$ cat config.mk
export PLATFORM = sky130hd
export DESIGN_NAME = mole_hit_detector
export DESIGN_NICKNAME = d
export VERILOG_FILES = /design/src/rtl/whack_pkg.sv /design/src/rtl/key_edge_sync.sv /design/src/rtl/mole_hit_detector.sv
export SDC_FILE = /design/constraint.sdc
export NUM_CORES = 1
export LEC_CHECK = 0
export CORE_MARGIN = 2
export CORE_UTILIZATION = 58
export CTS_CLUSTER_SIZE = 28
export DETAILED_ROUTE_END_ITERATION = 8
export PLACE_DENSITY = 0.89
export SETUP_SLACK_MARGIN = 0.05
export SLEW_MARGIN = 20
export SYNTH_ARGS = -nofsm -noshare
export SYNTH_HDL_FRONTEND = slang
export SYNTH_SLANG_ARGS = --single-unit
export TNS_END_PERCENT = 30
$ cat constraint.sdc
create_clock -name clk -period 3.2 [get_ports clk]
set_input_delay 0.96 -clock clk [delete_from_list [all_inputs] [get_ports clk]]
set_output_delay 0.96 -clock clk [all_outputs]
set_load 0.1 [all_outputs]
$ cat src/rtl/whack_pkg.sv
// whack_pkg: shared types and constants for the whack-a-mole game blocks.
// Latency: n/a (types, constants and one pure helper function).
// Backpressure: n/a.
// Contents: state_t enum, LFSR width/taps/seed, default timing constants, lfsr_next().
package whack_pkg;

  // Game FSM states shared by the mole detector and the control FSM.
  typedef enum logic [1:0] {
    IDLE = 2'd0,
    GAP  = 2'd1,
    UP   = 2'd2
  } state_t;

  // 8-bit Fibonacci LFSR, x^8 + x^6 + x^5 + x^4 + 1.
  // Bit positions 8,6,5,4 of the polynomial map to register bits 7,5,4,3.
  localparam int             LFSR_W        = 8;
  localparam logic [LFSR_W-1:0] LFSR_TAPS  = 8'hB8;
  localparam logic [LFSR_W-1:0] LFSR_SEED_DEF = 8'hA5;

  // Default game timing at a 50 MHz core clock.
  localparam int NUM_HOLES_DEF      = 4;
  localparam int MOLE_UP_CYCLES_DEF = 50_000_000;  // 1 s
  localparam int GAP_CYCLES_DEF     = 12_500_000;  // 250 ms

  // One LFSR step: shift left, feedback is the XOR of the tapped bits.
  // A nonzero state never maps to zero with a maximal-length polynomial.
  function automatic logic [LFSR_W-1:0] lfsr_next(input logic [LFSR_W-1:0] cur);
    return {cur[LFSR_W-2:0], ^(cur & LFSR_TAPS)};
  endfunction

endpackage

$ cat src/rtl/key_edge_sync.sv
// key_edge_sync: brings raw asynchronous keys into clk and flags their rising edges.
// Latency: a key sampled high at edge 0 shows on rise after edge 1 (comb from sync2/prev).
// Backpressure: none; each rising edge is reported for exactly one cycle.
// Ports: clk, Resetn (async active-low), keys[WIDTH] raw in, rise[WIDTH] one-cycle out.
module key_edge_sync #(
  parameter int WIDTH = 4
) (
  input  logic             clk,
  input  logic             Resetn,
  input  logic [WIDTH-1:0] keys,
  output logic [WIDTH-1:0] rise
);

  logic [WIDTH-1:0] sync1;
  logic [WIDTH-1:0] sync2;
  logic [WIDTH-1:0] prev;

  // sync1/sync2 form the metastability synchronizer; prev holds the last
  // synchronized value so a held key produces only one rise.
  always_ff @(posedge clk or negedge Resetn) begin
    if (!Resetn) begin
      sync1 <= '0;
      sync2 <= '0;
      prev  <= '0;
    end else begin
      sync1 <= keys;
      sync2 <= sync1;
      prev  <= sync2;
    end
  end

  assign rise = sync2 & ~prev;

endmodule

$ cat src/rtl/mole_hit_detector.sv
// mole_hit_detector: picks a pseudo-random hole, shows one mole per window, scores key hits.
// Latency: key high before edge 0 -> player_signal/miss_pulse high after edge 2 for one cycle.
// Backpressure: none; pulses are fire-and-forget, the score datapath must take every one.
// Ports: clk, Resetn (async active-low), enable (round active), keys[NUM_HOLES] raw buttons;
//        mole_onehot/mole_valid (display), player_signal (hit), miss_pulse (wrong/timeout),
//        mole_count (moles shown this round, saturating at 255).
module mole_hit_detector
  import whack_pkg::*;
#(
  parameter int              NUM_HOLES      = NUM_HOLES_DEF,
  parameter int              MOLE_UP_CYCLES = MOLE_UP_CYCLES_DEF,
  parameter int              GAP_CYCLES     = GAP_CYCLES_DEF,
  parameter logic [LFSR_W-1:0] LFSR_SEED    = LFSR_SEED_DEF
) (
  input  logic                 clk,
  input  logic                 Resetn,
  input  logic                 enable,
  input  logic [NUM_HOLES-1:0] keys,
  output logic [NUM_HOLES-1:0] mole_onehot,
  output logic                 mole_valid,
  output logic                 player_signal,
  output logic                 miss_pulse,
  output logic [7:0]           mole_count
);

  // One counter serves both GAP and UP; it is cleared on every state entry,
  // so it only has to cover the longer of the two windows.
  localparam int CNT_SPAN = (MOLE_UP_CYCLES > GAP_CYCLES) ? MOLE_UP_CYCLES : GAP_CYCLES;
  localparam int CNT_W    = (CNT_SPAN > 2) ? $clog2(CNT_SPAN) : 1;
  localparam int HOLE_W   = (NUM_HOLES > 2) ? $clog2(NUM_HOLES) : 1;

  localparam logic [CNT_W-1:0]     GAP_LAST  = CNT_W'(GAP_CYCLES - 1);
  localparam logic [CNT_W-1:0]     UP_LAST   = CNT_W'(MOLE_UP_CYCLES - 1);
  localparam logic [HOLE_W-1:0]    HOLE_LAST = HOLE_W'(NUM_HOLES - 1);
  localparam logic [LFSR_W-1:0]    HOLES_L   = LFSR_W'(NUM_HOLES);
  localparam logic [NUM_HOLES-1:0] ONE_HOT0  = NUM_HOLES'(1);

  state_t               state;
  logic [CNT_W-1:0]     cnt;
  logic [LFSR_W-1:0]    lfsr;
  logic [HOLE_W-1:0]    prev_hole;
  logic                 prev_valid;
  logic [NUM_HOLES-1:0] rise;

  logic [HOLE_W-1:0]    raw_idx;
  logic [HOLE_W-1:0]    pick_idx;
  logic [NUM_HOLES-1:0] pick_onehot;
  logic                 hit_rise;
  logic                 wrong_rise;
  logic                 gap_done;
  logic                 up_done;

  key_edge_sync #(
    .WIDTH (NUM_HOLES)
  ) u_keys (
    .clk    (clk),
    .Resetn (Resetn),
    .keys   (keys),
    .rise   (rise)
  );

  // Hole selection. The modulo divisor is a constant, so this is plain logic.
  // Until the first mole after reset there is no previous hole to avoid.
  assign raw_idx = HOLE_W'(lfsr % HOLES_L);

  always_comb begin
    pick_idx = raw_idx;
    if (prev_valid && (raw_idx == prev_hole)) begin
      pick_idx = (raw_idx == HOLE_LAST) ? '0 : raw_idx + HOLE_W'(1);
    end
  end

  assign pick_onehot = ONE_HOT0 << pick_idx;

  // Any rise outside the current hole is a wrong key, and it vetoes a
  // simultaneous correct-key rise.
  assign hit_rise   = |(rise & mole_onehot);
  assign wrong_rise = |(rise & ~mole_onehot);
  assign gap_done   = (cnt == GAP_LAST);
  assign up_done    = (cnt == UP_LAST);

  // The LFSR free-runs in every state so the hole sequence depends on how
  // long the player takes, not only on the mole index.
  always_ff @(posedge clk or negedge Resetn) begin
    if (!Resetn) begin
      lfsr <= LFSR_SEED;
    end else begin
      lfsr <= lfsr_next(lfsr);
    end
  end

  always_ff @(posedge clk or negedge Resetn) begin
    if (!Resetn) begin
      state         <= IDLE;
      cnt           <= '0;
      prev_hole     <= '0;
      prev_valid    <= 1'b0;
      mole_onehot   <= '0;
      mole_valid    <= 1'b0;
      player_signal <= 1'b0;
      miss_pulse    <= 1'b0;
      mole_count    <= '0;
    end else begin
      // Pulses default low so each lasts exactly one cycle.
      player_signal <= 1'b0;
      miss_pulse    <= 1'b0;

      if (!enable) begin
        // Abort: drop the mole silently; mole_count is kept for the
        // display until the next round starts.
        state       <= IDLE;
        cnt         <= '0;
        mole_onehot <= '0;
        mole_valid  <= 1'b0;
      end else begin
        case (state)
          IDLE: begin
            state      <= GAP;
            cnt        <= '0;
            mole_count <= '0;
          end

          GAP: begin
            if (gap_done) begin
              state       <= UP;
              cnt         <= '0;
              mole_onehot <= pick_onehot;
              mole_valid  <= 1'b1;
              prev_hole   <= pick_idx;
              prev_valid  <= 1'b1;
              if (mole_count != 8'hFF) begin
                mole_count <= mole_count + 8'd1;
              end
            end else begin
              cnt <= cnt + CNT_W'(1);
            end
          end

          UP: begin
            if (wrong_rise) begin
              // The mole normally stays up after a wrong key, but the window
              // still ends on its last cycle; one miss covers both causes.
              miss_pulse <= 1'b1;
              if (up_done) begin
                state       <= GAP;
                cnt         <= '0;
                mole_onehot <= '0;
                mole_valid  <= 1'b0;
              end else begin
                cnt <= cnt + CNT_W'(1);
              end
            end else if (hit_rise) begin
              // A hit on the final cycle beats the timeout.
              player_signal <= 1'b1;
              state         <= GAP;
              cnt           <= '0;
              mole_onehot   <= '0;
              mole_valid    <= 1'b0;
            end else if (up_done) begin
              miss_pulse  <= 1'b1;
              state       <= GAP;
              cnt         <= '0;
              mole_onehot <= '0;
              mole_valid  <= 1'b0;
            end else begin
              cnt <= cnt + CNT_W'(1);
            end
          end

          default: begin
            state       <= IDLE;
            cnt         <= '0;
            mole_onehot <= '0;
            mole_valid  <= 1'b0;
          end
        endcase
      end
    end
  end

endmodule

==> summary.md <==
| Metric | Value |
|---|---|
| Outcome | complete, no violations |
| Post-place setup slack | 0.4521 ns |
| Starting Density | 60.60% |
| Cell Chain, Critical Path | or4b_1 > or4_4 > o21a_1 > a311oi_1 > o22ai_1 |
| First-pass GRT wire length | 10,830 um |
| Syn avg cell area | 10.34 sq um |
| Skew final | 0.01061 ns |
| Synth unique cells | 55 |
| I/O Buffers | 21 |
| Commonest non-fill, non-tap cell in the layout | dfrtp_1 |
| Worst Hold Class | flip-flop to flip-flop |
| Area of the multi-input gates | 1414 sq um |
| Per-cell routed wire length | 15.00 um |
| Site row count | 26 |
| Count of final hold-check violations | 0 |
| Net count, final | 348 |
| RSZ-0062 raised after global routing | no |
| Fraction of layout cells with a size suffix above 1 | 15.93% |
| Ports | 22 |
| Synth top area share | 49.50% |
| Number of synthesized flops with an enable pin | 0 |
| Clock slew at reported path FFs | 0.07 ns |
| Post_cts resized | 0 |
| Final WS setup | 0.4703 ns |
| Seq/Total Area, Yosys | 52.85% |
| Critical path class | flip-flop to flip-flop |
| Initial DRC count | 191 |
| Fin. max-slew vios | 0 |
| Worst hold slack | 0.3436 ns |
| Fin crit share | 85.30% |
| Data arrival time of the critical path | 2.92 ns |
| Max clock buf depth | 2 |
| Register Area | 1657 sq um |
| Synth Flop Type | dfrtp_1 |
| Hold Path Depth | 0 |
| CTS tree | built |
| Crit. End Element | flip-flop |
| Worst-skew pair later-pin latency | 0.34 ns |
| Die width | 77.51 um |
| Leading area contributor after synthesis | dfrtp_1 |
| Crit path max fanout | 11 |
| Most frequent cells in the layout | dfrtp_1 (62), nor2_1 (33), nand2_1 (27), buf_4 (19) |
| Synth warn | 0 |
| Synthesized area | 3134 sq um |
| Global placement routability congestion | 0.8542 |
| # fillers | 398 |
| Number of CTS-inserted buffers | 9 |
| Die height | 77.51 um |
| CTS Sinks | 66 |
| CP Launch Type | flip-flop |
| Crit-path slowest cell | a311oi_1 |
| Final ANT Viol Nets | 0 |
| Fin crit period | 2.730 ns |
| #FFs+latches synth | 66 |
| Pwr/cell area | 521.5 nW/um^2 |
| Largest net degree at the start of global routing | 40 |
| Mapped Nets | 317 |
| Total global routing overflow | 0 |
| Vias post-DR | 2,459 |
| Cell count after synthesis | 303 |
| Static Leak | 1.491 nW |
| Worst slew margin | 53.82% |
| Root Driver | clkbuf_8 |
| Drc violations | 0 |
| CP required | 3.39 ns |
| Vias in the first global route | 2,378 |
| # setup viols final | 0 |
| Max Fclk | 366.3 MHz |
| Post-DP HPWL | 4265 um |
| Post-CTS Setup Bufs | 0 |
| Leading post-synthesis cells by cell area | dfrtp_1 (50%), xnor2_1 (4.8%), nor2_1 (4.0%) |
| Actual slew at the worst max-slew pin | 0.6864 ns |
| First drt pass iteration count | 5 |
| Core box area | 5172 sq um |
| Vias per inst | 6.012 |
| Share of flip-flops with an asynchronous set or reset | 100.0% |
| Detailed Route WL | 6136 um |
| Slowest stage delay, CP | 0.60 ns |
| H-tree depth | 3 |
| Antenna violations before repair | 0 |
| Ant diodes | 0 |
| Die Area | 6008 sq um |
| Reg2Reg Depth | 5 |
| Overall global routing resource usage | 22.74% |
| VDD IR max | 0.3803 mV |
| CTS Hold Buffers Added | 0 |
| Sum Neg Setup Slack | 0 ns |
| Area Overhead vs Synth | 14.61% |
| Number of max-cap violations | 0 |
-- logic make-up (layout without fill, tap and decap cells) --
| family | Yosys count | count (layout) | synth area share (%) |
|---|---|---|---|
| buffers and inverters | 14 | 50 | 2.036 |
| xor gates and xnor gates | 24 | 24 | 6.707 |
| DFF | 66 | 66 | 52.85 |
| adders and majority gates | 7 | 7 | 2.794 |
| and+or+nand+nor | 145 | 145 | 25.43 |
| AOI/OAI and AO/OA | 44 | 44 | 9.142 |
| muxes | 3 | 3 | 1.038 |
-- registers in the layout (all words and copies together) (netlist names), 2 cells and up --
register,flops
state,2
lfsr,8
prev_hole,2
mole_onehot,4
mole_count,8
u_keys.sync2,4
u_keys.prev,4
u_keys.sync1,4
cnt,26
-- path summary, 6_finish.rpt --
| path | from | slack (ns) | end |
|---|---|---|---|
| worst max-delay path | cnt[22] | 0.47 | mole_onehot[2] |
| worst min-delay path | u_keys.sync1[3] | 0.34 | u_keys.sync2[3] |
| worst max register to register | cnt[22] | 0.47 | mole_onehot[2] |
| worst min register to register | u_keys.sync1[3] | 0.34 | u_keys.sync2[3] |
| max in group asynchronous | Resetn | 1.88 | lfsr[7] |
| min in group asynchronous | Resetn | 0.64 | mole_onehot[0] |
-- per-stage QoR --
step / util, % / total power, W / area (sq um) / cells
CTS: 69.45 / 0.001888 / 3592 / 409
floorplan: - / 0.001133 / 3134 / 303
detailed placement: 65.84 / 0.001217 / 3406 / 393
finish: 69.45 / 0.001873 / 3592 / 409
global placement: 65.84 / 0.001203 / 3406 / 393
global route: 69.45 / 0.001971 / 3592 / 409
-- metal layers --
layer	routed length, um	global-route usage [%]
met1	2739	29.32
met2	3017	36.87
met3	304	6.279
met4	75	8.393
met5	0	0
-- worst max-delay path: cells and delay by family, from the launching register on --
| family | cells | cell delay, ns |
|---|---|---|
| compound gates | 3 | 1.13 |
| simple gates | 2 | 1.04 |
| flops | 1 | 0.43 |
-- power breakdown --
| part | switching, W | internal [W] | total [W] |
|---|---|---|---|
| clock | 0.000306 | 0.000357 | 0.000663 |
| sequential | 0.0000238 | 0.000856 | 0.000880 |
| combinational | 0.000223 | 0.000107 | 0.000330 |
| total | 0.000553 | 0.00132 | 0.00187 |
-- final cells by class --
cell class | count | share of cell area [%]
inverter | 8 | 0.8359
multi-input combinational | 223 | 39.36
tap | 70 | 2.438
sequential | 66 | 46.12
clock buffer | 11 | 3.657
clock inverter | 5 | 1.533
timing repair buffer | 26 | 6.061
-- synth_stat cells, types with 4 or more instances --
master	n
dfstp_2	4
nand3_1	17
or4_1	4
nand2_1	27
nor3_1	6
or3_1	5
a21oi_1	12
nor3b_1	5
o21ai_0	10
and3_1	8
nor2_1	33
o22ai_1	4
dfrtp_1	62
xnor2_1	17
nand4_1	8
inv_1	8
xor2_1	7
ha_1	7
Note: power is estimated with default switching activity, not from simulation.
